==> src/rtl/uart_rx.sv <==
// 8N1 UART receiver: 2-flop input synchronizer, mid-bit sampling driven by a bit timer,
// and sticky valid/overrun/frame_err flags cleared by a consumer acknowledge.
`timescale 1ns/1ps
module uart_rx #(
  parameter int CLKS_PER_BIT = 10417,
  parameter int HALF_BIT     = CLKS_PER_BIT / 2
) (
  input  logic       clk,
  input  logic       rst_n,
  input  logic       rxd,
  input  logic       ack,
  output logic [7:0] data,
  output logic       valid,
  output logic       frame_err,
  output logic       overrun,
  output logic       busy
);

  localparam logic [13:0] BIT_LAST  = 14'(CLKS_PER_BIT - 1);
  localparam logic [13:0] HALF_LAST = 14'(HALF_BIT - 1);

  typedef enum logic [2:0] {
    S_IDLE  = 3'd0,
    S_START = 3'd1,
    S_DATA  = 3'd2,
    S_STOP  = 3'd3,
    S_BREAK = 3'd4
  } state_e;

  state_e      state_q, state_d;
  logic [13:0] timer_q, timer_d;
  logic [3:0]  bit_idx_q, bit_idx_d;
  logic [7:0]  shift_q, shift_d;
  logic        rxd_meta_q, rxd_s_q;
  logic [7:0]  data_q, data_d;
  logic        valid_q, valid_d;
  logic        frame_err_q, frame_err_d;
  logic        overrun_q, overrun_d;
  logic        sample_pt;
  logic        stop_sample;
  logic        byte_done;
  logic        frame_bad;

  // State register and all datapath flops
  always_ff @(posedge clk) begin
    if (!rst_n) begin
      state_q     <= S_IDLE;
      timer_q     <= '0;
      bit_idx_q   <= '0;
      shift_q     <= '0;
      rxd_meta_q  <= 1'b1;
      rxd_s_q     <= 1'b1;
      data_q      <= '0;
      valid_q     <= 1'b0;
      frame_err_q <= 1'b0;
      overrun_q   <= 1'b0;
    end else begin
      state_q     <= state_d;
      timer_q     <= timer_d;
      bit_idx_q   <= bit_idx_d;
      shift_q     <= shift_d;
      rxd_meta_q  <= rxd;
      rxd_s_q     <= rxd_meta_q;
      data_q      <= data_d;
      valid_q     <= valid_d;
      frame_err_q <= frame_err_d;
      overrun_q   <= overrun_d;
    end
  end

  // Next-state logic
  always_comb begin
    state_d   = state_q;
    bit_idx_d = bit_idx_q;
    shift_d   = shift_q;
    sample_pt = 1'b0;
    case (state_q)
      S_IDLE: begin
        if (!rxd_s_q) state_d = S_START;
      end
      S_START: begin
        if (timer_q == HALF_LAST) begin
          sample_pt = 1'b1;
          if (!rxd_s_q) begin
            state_d   = S_DATA;
            bit_idx_d = '0;
          end else begin
            state_d = S_IDLE;
          end
        end
      end
      S_DATA: begin
        if (timer_q == BIT_LAST) begin
          sample_pt = 1'b1;
          shift_d   = {rxd_s_q, shift_q[7:1]};
          bit_idx_d = bit_idx_q + 4'd1;
          if (bit_idx_q == 4'd7) state_d = S_STOP;
        end
      end
      S_STOP: begin
        if (timer_q == BIT_LAST) begin
          sample_pt = 1'b1;
          bit_idx_d = '0;
          state_d   = rxd_s_q ? S_IDLE : S_BREAK;
        end
      end
      S_BREAK: begin
        if (rxd_s_q) state_d = S_IDLE;
      end
      default: begin
        state_d   = S_IDLE;
        bit_idx_d = '0;
      end
    endcase
    // An out-of-range bit index can only come from corruption; recover to IDLE
    if (state_q != S_STOP && bit_idx_q >= 4'd8) begin
      state_d   = S_IDLE;
      bit_idx_d = '0;
      sample_pt = 1'b0;
    end
    timer_d = (state_d != state_q || sample_pt) ? 14'd0 : timer_q + 14'd1;
  end

  // Output logic: consumer flags and busy
  always_comb begin
    stop_sample = (state_q == S_STOP) && (timer_q == BIT_LAST);
    byte_done   = stop_sample && rxd_s_q;
    frame_bad   = stop_sample && !rxd_s_q;
    data_d      = byte_done ? shift_q : data_q;

    valid_d = valid_q;
    if (byte_done)  valid_d = 1'b1;
    else if (ack)   valid_d = 1'b0;

    overrun_d = overrun_q;
    if (ack)                   overrun_d = 1'b0;
    else if (byte_done && valid_q) overrun_d = 1'b1;

    // A framing error in the same cycle as ack still leaves the flag set
    frame_err_d = frame_err_q;
    if (frame_bad) frame_err_d = 1'b1;
    else if (ack)  frame_err_d = 1'b0;

    busy = (state_q != S_IDLE);
  end

  assign data      = data_q;
  assign valid     = valid_q;
  assign frame_err = frame_err_q;
  assign overrun   = overrun_q;

endmodule
==> config.mk <==
export PLATFORM = sky130hd
export DESIGN_NAME = uart_rx
export DESIGN_NICKNAME = d
export VERILOG_FILES = /design/src/rtl/uart_rx.sv
export SDC_FILE = /design/constraint.sdc
export NUM_CORES = 1
export LEC_CHECK = 0
export CAP_MARGIN = 5
export CORE_UTILIZATION = 57
export CTS_CLUSTER_DIAMETER = 40
export DETAILED_ROUTE_END_ITERATION = 12
export PLACE_DENSITY = 0.78
export SETUP_SLACK_MARGIN = 0.05
export SLEW_MARGIN = 20
export SYNTH_ARGS = -nofsm -noshare
export SYNTH_HDL_FRONTEND = slang
export SYNTH_SLANG_ARGS = --single-unit
==> constraint.sdc <==
create_clock -name clk -period 2.9 [get_ports clk]
set_clock_uncertainty 0.1 [all_clocks]
set_input_delay 0.29 -clock clk [delete_from_list [all_inputs] [get_ports clk]]
set_output_delay 0.29 -clock clk [all_outputs]
set_load 0.02 [all_outputs]
==> qor.csv <==
stage,metric,value,unit
outcome,status,"complete, no violations",
synth,asr flop ratio synth,0,
synth,"Seq/Total Area, Yosys",0.401,
drt,via count,1712,
cts,Max Buffers Root-to-Sink,2,
sta,endpoints failing setup,0,
sta,Least-Margin Pin Slew,0.627,ns
synth,Synth Instances,248,
cts,CTS buffer count,5,
pwr,switching power total,0.229,mW
worst_hold_path,worst hold path class,flop to flop,
setup_path,Startpoint Class,flop,
sta,FMAX,424,MHz
drt,drt pass-1 iters,4,
sta,relative slew slack,0.582,
synth,top cell type's share of synthesized area,0.401,
layout,ant diodes,0,
worst_hold_path,worst hold stages,1,
cts,Clock Pin Slew Worst Setup and Hold Paths,0.08,ns
die,floorplan core area,3440,µm²
drt,DR WL/cell,13.1,µm
setup_path,CP Class,flop to flop,
pwr,Max IR drop VDD,0.217,mV
grt,initial antenna violation count,0,
layout,fillers,303,
sta,RSZ-0062 raised after global routing,false,
cts,hold_buf cts,0,
sta,Final Max Slew Viols,0,
die,Rows,21,
synth,most numerous cell in the Yosys netlist,nand2_1,
job,number of max-cap violations,0,
synth,net count after synthesis,256,
synth,Post-synth EDFFs,0,
setup_path,worst path arrival time,2.41,ns
placed_design,DP HPWL,2.81,mm
die,Initial Utilization,0.609,
cts,Resized Gates After CTS,0,
synth,leading area contributor after synthesis,dfxtp_1,
setup_path,Worst setup EP type,flop,
synth,commonest cells in the netlist,"nand2_1 (54), dfxtp_1 (42), a21boi_0 (17), nor3_1 (14), inv_1 (12)",
drt,Via density,5.61,
setup_path,Max Fanout on Critical Path,14,
cts,Clock Latency Late Sink,0.29,ns
drt,Remaining DRCs,0,
pwr,sw frac,0.224,
placed_design,RePlAce Congestion,0.867,
die,Die Area,3930,µm²
pwr,sequential power share,0.579,
die,Die W,62.7,µm
sta,Fin Setup TNS,0,ns
layout,layout cells sized above 1,0.100,
drt,Final Routed Wirelength,4.01,mm
pwr,clock share of power,0.374,
cts,Clock H-tree levels,2,
synth,dominant cells by area after synthesis,"dfxtp_1 (40%), nand2_1 (9.7%), a21boi_0 (6.1%), xnor2_1 (4.6%), nor3_1 (3.3%)",
drt,final antenna-violating net count,0,
grt,global-route wire length before repair,7.02,mm
synth,"FF+latch count, synth",42,
synth,YS warnings,0,
sta,Final Cycle Share,0.813,
grt,GRT Residual Overflow,0,
pwr,Comb power frac,0.046,
drt,1st-iter DRT viols,107,
pwr,P_leak,0.823,nW
setup_path,Worst R2R Path Depth,5,
sta,min cycle time layout,2.36,ns
grt,GRT Total Usage,0.227,
pwr,Cell Int Power,0.795,mW
pwr,total power,1.02,mW
setup_path,Crit path required time,2.95,ns
placed_design,port bufs,15,
synth,post-synth cell types,51,
die,Top Ports,16,
die,Die Ht,62.7,µm
grt,largest net degree at the start of global routing,22,
sta,final hold vios,0,
cts,Num Clock Sinks,42,
layout,synthesis-to-finish area growth,11.2,%
cts,root buf cell,clkbuf_8,
layout,final net count,266,
synth,Most used DFF post-synth,dfxtp_1,
grt,vias in the first global route,1645,
pwr,P per Cell Area,439,nW/µm²
synth,Synth Cell Area,2100,µm²
synth,Mean Syn Cell Area,8.46,µm²
cts,CTS tree,yes,
cts,post-CTS setup repair buffer count,0,
worst paths after layout:
| kind | startpoint | endpoint | slack, ns |
|---|---|---|---|
| worst max-delay path | timer_q[2] | timer_q[4] | 0.54 |
| worst min-delay path | rxd_meta_q | rxd_s_q | 0.33 |
| worst max register to register | timer_q[2] | timer_q[4] | 0.54 |
| worst min register to register | rxd_meta_q | rxd_s_q | 0.33 |
worst max-delay path, stage by stage, from the launching register on:
cell	delay, ns
dfxtp_1	0.37
or4b_4	0.57
nor4_4	0.37
nand3_1	0.15
a21oi_2	0.52
nor3_1	0.14
metal layers:
layer / track usage / up-vias / routed length [µm]
met3: 0.0730 / 7 / 224
met4: 0.0872 / 0 / 72
li1: - / 870 / -
met2: 0.383 / 45 / 1870
met5: 0 / - / 0
met1: 0.266 / 790 / 1840
power groups by stage:
stage                     registers [mW]  logic [mW]  clock network, mW
after detailed placement           0.606      0.0477                  0
after CTS                          0.592      0.0481              0.393
after global placement             0.605      0.0481                  0
after floorplan                    0.601      0.0370                  0
after global routing               0.594      0.0536              0.414
final                              0.593      0.0476              0.383
state kept, by name (all words and copies together), names as in the netlist:
| name | flops |
|---|---|
| frame_err | 1 |
| shift_q | 8 |
| valid | 1 |
| overrun | 1 |
| state_q | 3 |
| data | 8 |
| bit_idx_q | 4 |
| rxd_meta_q | 1 |
| timer_q | 14 |
| rxd_s_q | 1 |
logic make-up after synthesis:
| group | synth area share |
|---|---|
| AOI/OAI and AO/OA | 0.147 |
| xor gates and xnor gates | 0.0501 |
| adders and majority gates | 0.0239 |
| buffers and inverters | 0.0698 |
| DFF | 0.401 |
| muxes | 0.00537 |
| and+or+nand+nor | 0.303 |
through the flow:
stage / area (µm²) / hold WS, ns / util / setup slack, ns / cells
after floorplan: 2100 / 0.263 / - / 0.817 / 248
after CTS: 2320 / 0.328 / 0.675 / 0.505 / 305
after detailed placement: 2230 / 0.296 / 0.649 / 0.512 / 297
after global routing: 2330 / 0.369 / 0.677 / 0.362 / 305
after global placement: 2230 / 0.306 / 0.649 / 0.534 / 297
final: 2330 / 0.327 / 0.677 / 0.541 / 305
cells in the final DEF (no fill, tap or decap), types with 2 or more instances in the layout:
| cell type | synthesis | routed |
|---|---|---|
| nand4_1 | 7 | 7 |
| nor3_1 | 14 | 14 |
| nor4b_1 | 3 | 3 |
| inv_1 | 12 | 12 |
| a211oi_1 | 2 | 2 |
| a21oi_1 | 6 | 6 |
| a21boi_0 | 17 | 17 |
| ha_1 | 4 | 4 |
| nand3_1 | 9 | 9 |
| nor4_4 | 2 | 2 |
| or3_1 | 2 | 2 |
| or4b_4 | 2 | 2 |
| nor2_1 | 7 | 7 |
| o21ai_0 | 5 | 5 |
| nand2b_1 | 3 | 3 |
| a31oi_1 | 2 | 2 |
| nand2_1 | 54 | 54 |
| and4_2 | 2 | 2 |
| buf_4 | 1 | 4 |
| dfxtp_1 | 42 | 42 |
| xnor2_1 | 11 | 11 |
| clkbuf_8 | 1 | 6 |
| clkdlybuf4s50_1 | 0 | 15 |
area by class of cell:
| type | count | area, µm² | share of cell area |
|---|---|---|---|
| multi-input cells | 178 | 1120 | 0.479 |
| flip-flops and latches | 42 | 841 | 0.361 |
| repair buffers | 19 | 180 | 0.0773 |
| clock buffers | 7 | 86.3 | 0.0370 |
| well taps | 46 | 57.6 | 0.0247 |
| inverters | 12 | 45.0 | 0.0193 |
| clock inverters | 1 | 5.00 | 0.00215 |
Note: power is estimated with default switching activity, not from simulation.
